===== config.mk =====
export PLATFORM = sky130hd
export DESIGN_NAME = distributor_flat
export DESIGN_NICKNAME = d
export VERILOG_FILES = /design/src/rtl/distributor_if.sv /design/src/rtl/distributor.sv /design/src/flat_wrapper.sv
export SDC_FILE = /design/constraint.sdc
export NUM_CORES = 1
export LEC_CHECK = 0
export BUFFER_PORTS_ARGS = -buffer_cell sky130_fd_sc_hd__buf_4
export CAP_MARGIN = 20
export CORE_AREA = 2 2 61 63
export CTS_BUF_LIST = sky130_fd_sc_hd__clkbuf_16
export CTS_CLUSTER_SIZE = 24
export DETAILED_ROUTE_END_ITERATION = 16
export DIE_AREA = 0 0 63 65
export PLACE_DENSITY_LB_ADDON = 0.1
export SLEW_MARGIN = 20
export SYNTH_ARGS = -nofsm -noshare
export SYNTH_HDL_FRONTEND = slang
export SYNTH_SLANG_ARGS = --single-unit

===== constraint.sdc =====
create_clock -name clk -period 1.4 [get_ports clk]
set_clock_uncertainty 0.2 [all_clocks]
set_input_delay 0.28 -clock clk [delete_from_list [all_inputs] [get_ports clk]]
set_output_delay 0.28 -clock clk [all_outputs]
set_load 0.05 [all_outputs]

===== src/rtl/distributor_if.sv =====
// distributor_if: handshake bundle between one producer, the distributor and
// OUT consumer lanes.
//   in_valid/in_ready/in_data/in_idx : single input element stream
//   out_valid/out_ready/out_data     : per-lane registered output slots
//   pos                              : one-hot lane written this cycle
//   drop                             : pulse, out-of-range element discarded
// modport master: producer/consumer side (drives inputs, observes outputs)
// modport slave : distributor side
interface distributor_if #(
  parameter int DATA = 8,
  parameter int OUT  = 4
);
  localparam int IDX_W = (OUT > 1) ? $clog2(OUT) : 1;

  logic                      in_valid;
  logic                      in_ready;
  logic [DATA-1:0]           in_data;
  logic [IDX_W-1:0]          in_idx;
  logic [OUT-1:0]            out_valid;
  logic [OUT-1:0]            out_ready;
  logic [OUT-1:0][DATA-1:0]  out_data;
  logic [OUT-1:0]            pos;
  logic                      drop;

  modport master (
    output in_valid, in_data, in_idx, out_ready,
    input  in_ready, out_valid, out_data, pos, drop
  );

  modport slave (
    input  in_valid, in_data, in_idx, out_ready,
    output in_ready, out_valid, out_data, pos, drop
  );
endinterface


===== src/rtl/distributor.sv =====
// distributor: fans one input element stream out to OUT one-entry lane slots.
//   MODE=0 : destination taken from in_idx; out-of-range indices are accepted,
//            discarded and flagged by a registered drop pulse.
//   MODE=1 : destination is the first free lane (lowest when MSB=0, highest
//            when MSB=1); in_idx is ignored.
// Ports: clk, reset (sync, active high), bus (distributor_if.slave).
// A lane draining in the same cycle counts as free, so a full lane can be
// reloaded without a bubble. At most one lane is written per cycle.

// One output slot: registered valid + data, reload wins over drain.
module distributor_lane #(
  parameter int DATA = 8
) (
  input  logic            clk,
  input  logic            reset,
  input  logic            wr,
  input  logic [DATA-1:0] wr_data,
  input  logic            rdy,
  output logic            valid,
  output logic [DATA-1:0] data
);
  logic            valid_d, valid_q;
  logic [DATA-1:0] data_d, data_q;

  always_comb begin
    valid_d = valid_q;
    data_d  = data_q;
    if (wr) begin
      valid_d = 1'b1;
      data_d  = wr_data;
    end else if (valid_q && rdy) begin
      // data is left as-is on drain; only valid falls
      valid_d = 1'b0;
    end
  end

  always_ff @(posedge clk) begin
    if (reset) begin
      valid_q <= 1'b0;
      data_q  <= '0;
    end else begin
      valid_q <= valid_d;
      data_q  <= data_d;
    end
  end

  assign valid = valid_q;
  assign data  = data_q;
endmodule

module distributor #(
  parameter int MODE = 0,
  parameter int DATA = 8,
  parameter int OUT  = 4,
  parameter int MSB  = 0
) (
  input  logic          clk,
  input  logic          reset,
  distributor_if.slave  bus
);
  localparam int IDX_W = (OUT > 1) ? $clog2(OUT) : 1;

  logic [OUT-1:0]   free;
  logic [OUT-1:0]   wr;
  logic [IDX_W-1:0] tgt;
  logic             in_range;
  logic             fire;
  logic             drop_d, drop_q;

  assign free = ~bus.out_valid | bus.out_ready;

  // Target selection and in_ready. in_ready never looks at in_valid.
  always_comb begin
    tgt          = '0;
    in_range     = 1'b0;
    bus.in_ready = 1'b0;
    if (MODE == 0) begin
      tgt = bus.in_idx;
      // match by compare so a non-power-of-two OUT never indexes past free
      for (int i = 0; i < OUT; i++) begin
        if (bus.in_idx == IDX_W'(i)) begin
          in_range     = 1'b1;
          bus.in_ready = free[i];
        end
      end
      // out-of-range elements are swallowed so the producer never stalls
      if (!in_range) bus.in_ready = 1'b1;
    end else begin
      // scan so the winning lane is the last one assigned
      if (MSB == 0) begin
        for (int i = OUT - 1; i >= 0; i--) begin
          if (free[i]) begin
            tgt      = IDX_W'(i);
            in_range = 1'b1;
          end
        end
      end else begin
        for (int i = 0; i < OUT; i++) begin
          if (free[i]) begin
            tgt      = IDX_W'(i);
            in_range = 1'b1;
          end
        end
      end
      bus.in_ready = |free;
    end
  end

  always_comb begin
    fire   = bus.in_valid & bus.in_ready & in_range;
    wr     = fire ? (OUT'(1) << tgt) : '0;
    drop_d = (MODE == 0) & bus.in_valid & ~in_range;
  end

  assign bus.pos = wr;

  always_ff @(posedge clk) begin
    if (reset) drop_q <= 1'b0;
    else       drop_q <= drop_d;
  end

  assign bus.drop = drop_q;

  for (genvar g = 0; g < OUT; g++) begin : g_lane
    distributor_lane #(.DATA(DATA)) u_lane (
      .clk     (clk),
      .reset   (reset),
      .wr      (wr[g]),
      .wr_data (bus.in_data),
      .rdy     (bus.out_ready[g]),
      .valid   (bus.out_valid[g]),
      .data    (bus.out_data[g])
    );
  end
endmodule


===== src/flat_wrapper.sv =====
// flat-port wrapper written by rule: the top's interface ports become plain ports
module distributor_flat 
#(
  parameter int MODE = 0,
  parameter int DATA = 8,
  parameter int OUT  = 4,
  parameter int MSB  = 0
)
  (clk, reset, bus_in_valid, bus_in_data, bus_in_idx, bus_out_ready, bus_in_ready, bus_out_valid, bus_out_data, bus_pos, bus_drop);
  distributor_if #(.DATA(DATA), .OUT(OUT)) bus_i ();
  input  logic clk;
  input  logic reset;
  input wire logic [$bits(bus_i.in_valid)-1:0] bus_in_valid;
  input wire logic [$bits(bus_i.in_data)-1:0] bus_in_data;
  input wire logic [$bits(bus_i.in_idx)-1:0] bus_in_idx;
  input wire logic [$bits(bus_i.out_ready)-1:0] bus_out_ready;
  output wire logic [$bits(bus_i.in_ready)-1:0] bus_in_ready;
  output wire logic [$bits(bus_i.out_valid)-1:0] bus_out_valid;
  output wire logic [$bits(bus_i.out_data)-1:0] bus_out_data;
  output wire logic [$bits(bus_i.pos)-1:0] bus_pos;
  output wire logic [$bits(bus_i.drop)-1:0] bus_drop;
  assign bus_i.in_valid = bus_in_valid;
  assign bus_i.in_data = bus_in_data;
  assign bus_i.in_idx = bus_in_idx;
  assign bus_i.out_ready = bus_out_ready;
  assign bus_in_ready = bus_i.in_ready;
  assign bus_out_valid = bus_i.out_valid;
  assign bus_out_data = bus_i.out_data;
  assign bus_pos = bus_i.pos;
  assign bus_drop = bus_i.drop;
  distributor #(.MODE(MODE), .DATA(DATA), .OUT(OUT), .MSB(MSB)) u_core (.clk(clk), .reset(reset), .bus(bus_i));
endmodule

==> flow_metrics.tcl <==
set metrics [dict create \
    critical_path_peak_fanout 2 \
    grt_pass1_wl_mm 5.58 \
    max-clock-path-buffers 2 \
    grt-ovfl-total 0 \
    max_cap_viol_count 0 \
    drive_gt1_frac 0.455 \
    power_density_nw_per_um2 1170 \
    combPwrFrac 0.158 \
    avgRoutedWirePerCell_microns 12.9 \
    die_area_sq_um 4100 \
    start_util 0.446 \
    cp_data_required_time_ps 920 \
    yosysSeqAreaShare 0.475 \
    finalSetupViolations 12 \
    die_x_microns 63 \
    netlist_area_sq_um 1560 \
    htreeDepth 2 \
    swShare 0.240 \
    hold_viol 0 \
    synth_nets 160 \
    place.gp.congestion 0.741 \
    grt_max_degree 45 \
    multi_input_area_sq_um 738 \
    power.share.sequential 0.403 \
    endpoint_kind "primary output" \
    ir_drop_v 0.000737 \
    n_antenna_cell 0 \
    hold_path.class "in -> reg" \
    fillCellCount 299 \
    vias 1208 \
    syn2layout_area_growth_pct 51.4 \
    vias_per_cell 4.63 \
    violations "negative setup slack" \
    drt.antenna.violating_nets 0 \
    antenna_found_initial 0 \
    clkPwrFrac 0.439 \
    clock-sinks 37 \
    io_buffers 58 \
    cpPeakStageDelay_ps 500 \
    avgSynthCellArea_sq_um 10.9 \
    finalWorstSetupSlack_ps -427 \
    drt_pre_antenna_iters 4 \
    row_count 22 \
    drv_slew 0 \
    pre_cts_slack_ps -268 \
    insertion_delay_ps 280 \
    p_sw_uw 665 \
    timing.fmax_ghz 0.547 \
    post-route-period-util 1.30 \
    ys.warnings.count 0 \
    clockRootBuffer "clkbuf_16" \
    hold_buffers 0 \
    wl_mm 3.38 \
    arrival_ps 1350 \
    p_int_mw 2.10 \
    netlist-cell-type-count 19 \
    status "finished with violations" \
    ys_ff_latch 37 \
    leakage_nw 1.19 \
    setup_tns_ps -1900 \
    pin_count 59 \
    worst-setup-path-type "reg -> out" \
    path_cells "nand2b_4 -> mux4_2 -> buf_8" \
    clk_pin_slew_ps 50 \
    hpwl_mm 2.41 \
    period_needed_ps 1830 \
    grt_pass1_vias 1215 \
    syn_inst 143 \
    critical_path.slowest_cell "mux4_2" \
    crit_path_start_kind "register" \
    die_y_microns 65 \
    seq_area_sq_um 746 \
    grt_usage 0.181 \
    cts_tree "built" \
    drtIter0Drc 48 \
    drc 0 \
    rsz0062_at_grt "yes" \
    coreArea_sq_um 3500 \
    cts_made_buffers 5 \
    num-nets-final 229 \
]
sequential cells by signal, summed over array words and instances (netlist names):
signal                      cells
u_core.g_lane.u_lane.data      32
u_core.g_lane.u_lane.valid      4
u_core.bus.drop                 1
power groups by stage:
stage | registers, mW | clock network, mW | logic (mW)
final | 1.12 | 1.21 | 0.437
after global routing | 1.12 | 1.30 | 0.461
after CTS | 1.12 | 1.26 | 0.440
after detailed placement | 1.14 | 0 | 0.413
after global placement | 1.14 | 0 | 0.407
after floorplan | 1.25 | 0 | 0.169
final timing paths:
kind	start	endpoint	slack, ps	depth (start not counted)
worst max register to register	u_core.g_lane[3].u_lane.valid	u_core.g_lane[3].u_lane.data[1]	-100	8
worst max-delay path	u_core.g_lane[3].u_lane.valid	bus_in_ready	-430	3
worst min register to register	u_core.g_lane[0].u_lane.data[2]	u_core.g_lane[0].u_lane.data[2]	270	2
worst min-delay path	bus_in_data[5]	u_core.g_lane[1].u_lane.data[5]	130	3
layout by cell type, fill, tap and decap left out, drive strengths merged:
cell type  count
dfxtp         37
clkinv         1
conb           1
inv            5
nand4b         1
nand2          1
a21oi          4
buf           76
mux4           1
clkbuf         5
nand4          1
nand3b         1
mux2i         32
nand2b        45
bufinv         1
nor3b          1
cell families (layout without fill, tap and decap cells):
| group | Yosys count | in the layout | share of synthesized area |
|---|---|---|---|
| simple gates | 50 | 50 | 0.213 |
| flops | 37 | 37 | 0.475 |
| compound gates | 4 | 4 | 0.0128 |
| other cells | 1 | 1 | 0.00240 |
| buf+inv | 18 | 88 | 0.0770 |
| mux | 33 | 33 | 0.220 |
per-layer routing:
layer	global-route usage	part of all wire
met3	0.0608	0.060
met5	0	0
met4	0.0667	0.017
met2	0.331	0.51
met1	0.191	0.41
worst max-delay path: cells and delay by family, from the launching register on:
kind | cells | cell delay [ps]
buffers and inverters | 1 | 170
multiplexers | 1 | 500
flip-flops | 1 | 350
AND/OR/NAND/NOR | 1 | 50
cell type report:
cell class / count / area share
flip-flops and latches: 37 / 0.316
inverters: 4 / 0.00742
clock inverters: 3 / 0.0159
clock buffers: 5 / 0.0530
repair buffers: 76 / 0.270
multi-input cells: 88 / 0.312
well taps: 48 / 0.0254
synthesized netlist by cell type, drive strengths merged:
| master | instances | area share |
|---|---|---|
| a21oi | 4 | 0.013 |
| clkbuf | 4 | 0.0096 |
| nand3b | 1 | 0.0048 |
| nand2 | 1 | 0.0040 |
| nand2b | 45 | 0.19 |
| dfxtp | 37 | 0.47 |
| buf | 10 | 0.056 |
| nand4 | 1 | 0.0040 |
| inv | 4 | 0.011 |
| mux2i | 32 | 0.21 |
| conb | 1 | 0.0024 |
| nor3b | 1 | 0.0080 |
| nand4b | 1 | 0.0056 |
| mux4 | 1 | 0.014 |
metrics by stage:
stage	power, mW	instance area [sq um]	cells	hold WS (ps)	util
2_1_floorplan	1.42	1600	143	262	-
3_3_place_gp	1.54	2080	248	262	0.595
3_5_place_dp	1.55	2080	248	264	0.595
4_1_cts	2.81	2360	263	131	0.675
5_1_grt	2.88	2360	261	162	0.676
6_report	2.77	2360	261	131	0.676
timing repair:
item,CTS,global route
gates resized for setup,18,6
pin swaps,2,0
setup buffers,7,5
setup endpoints to repair,11,24
Power figures use the tool's default switching activity.
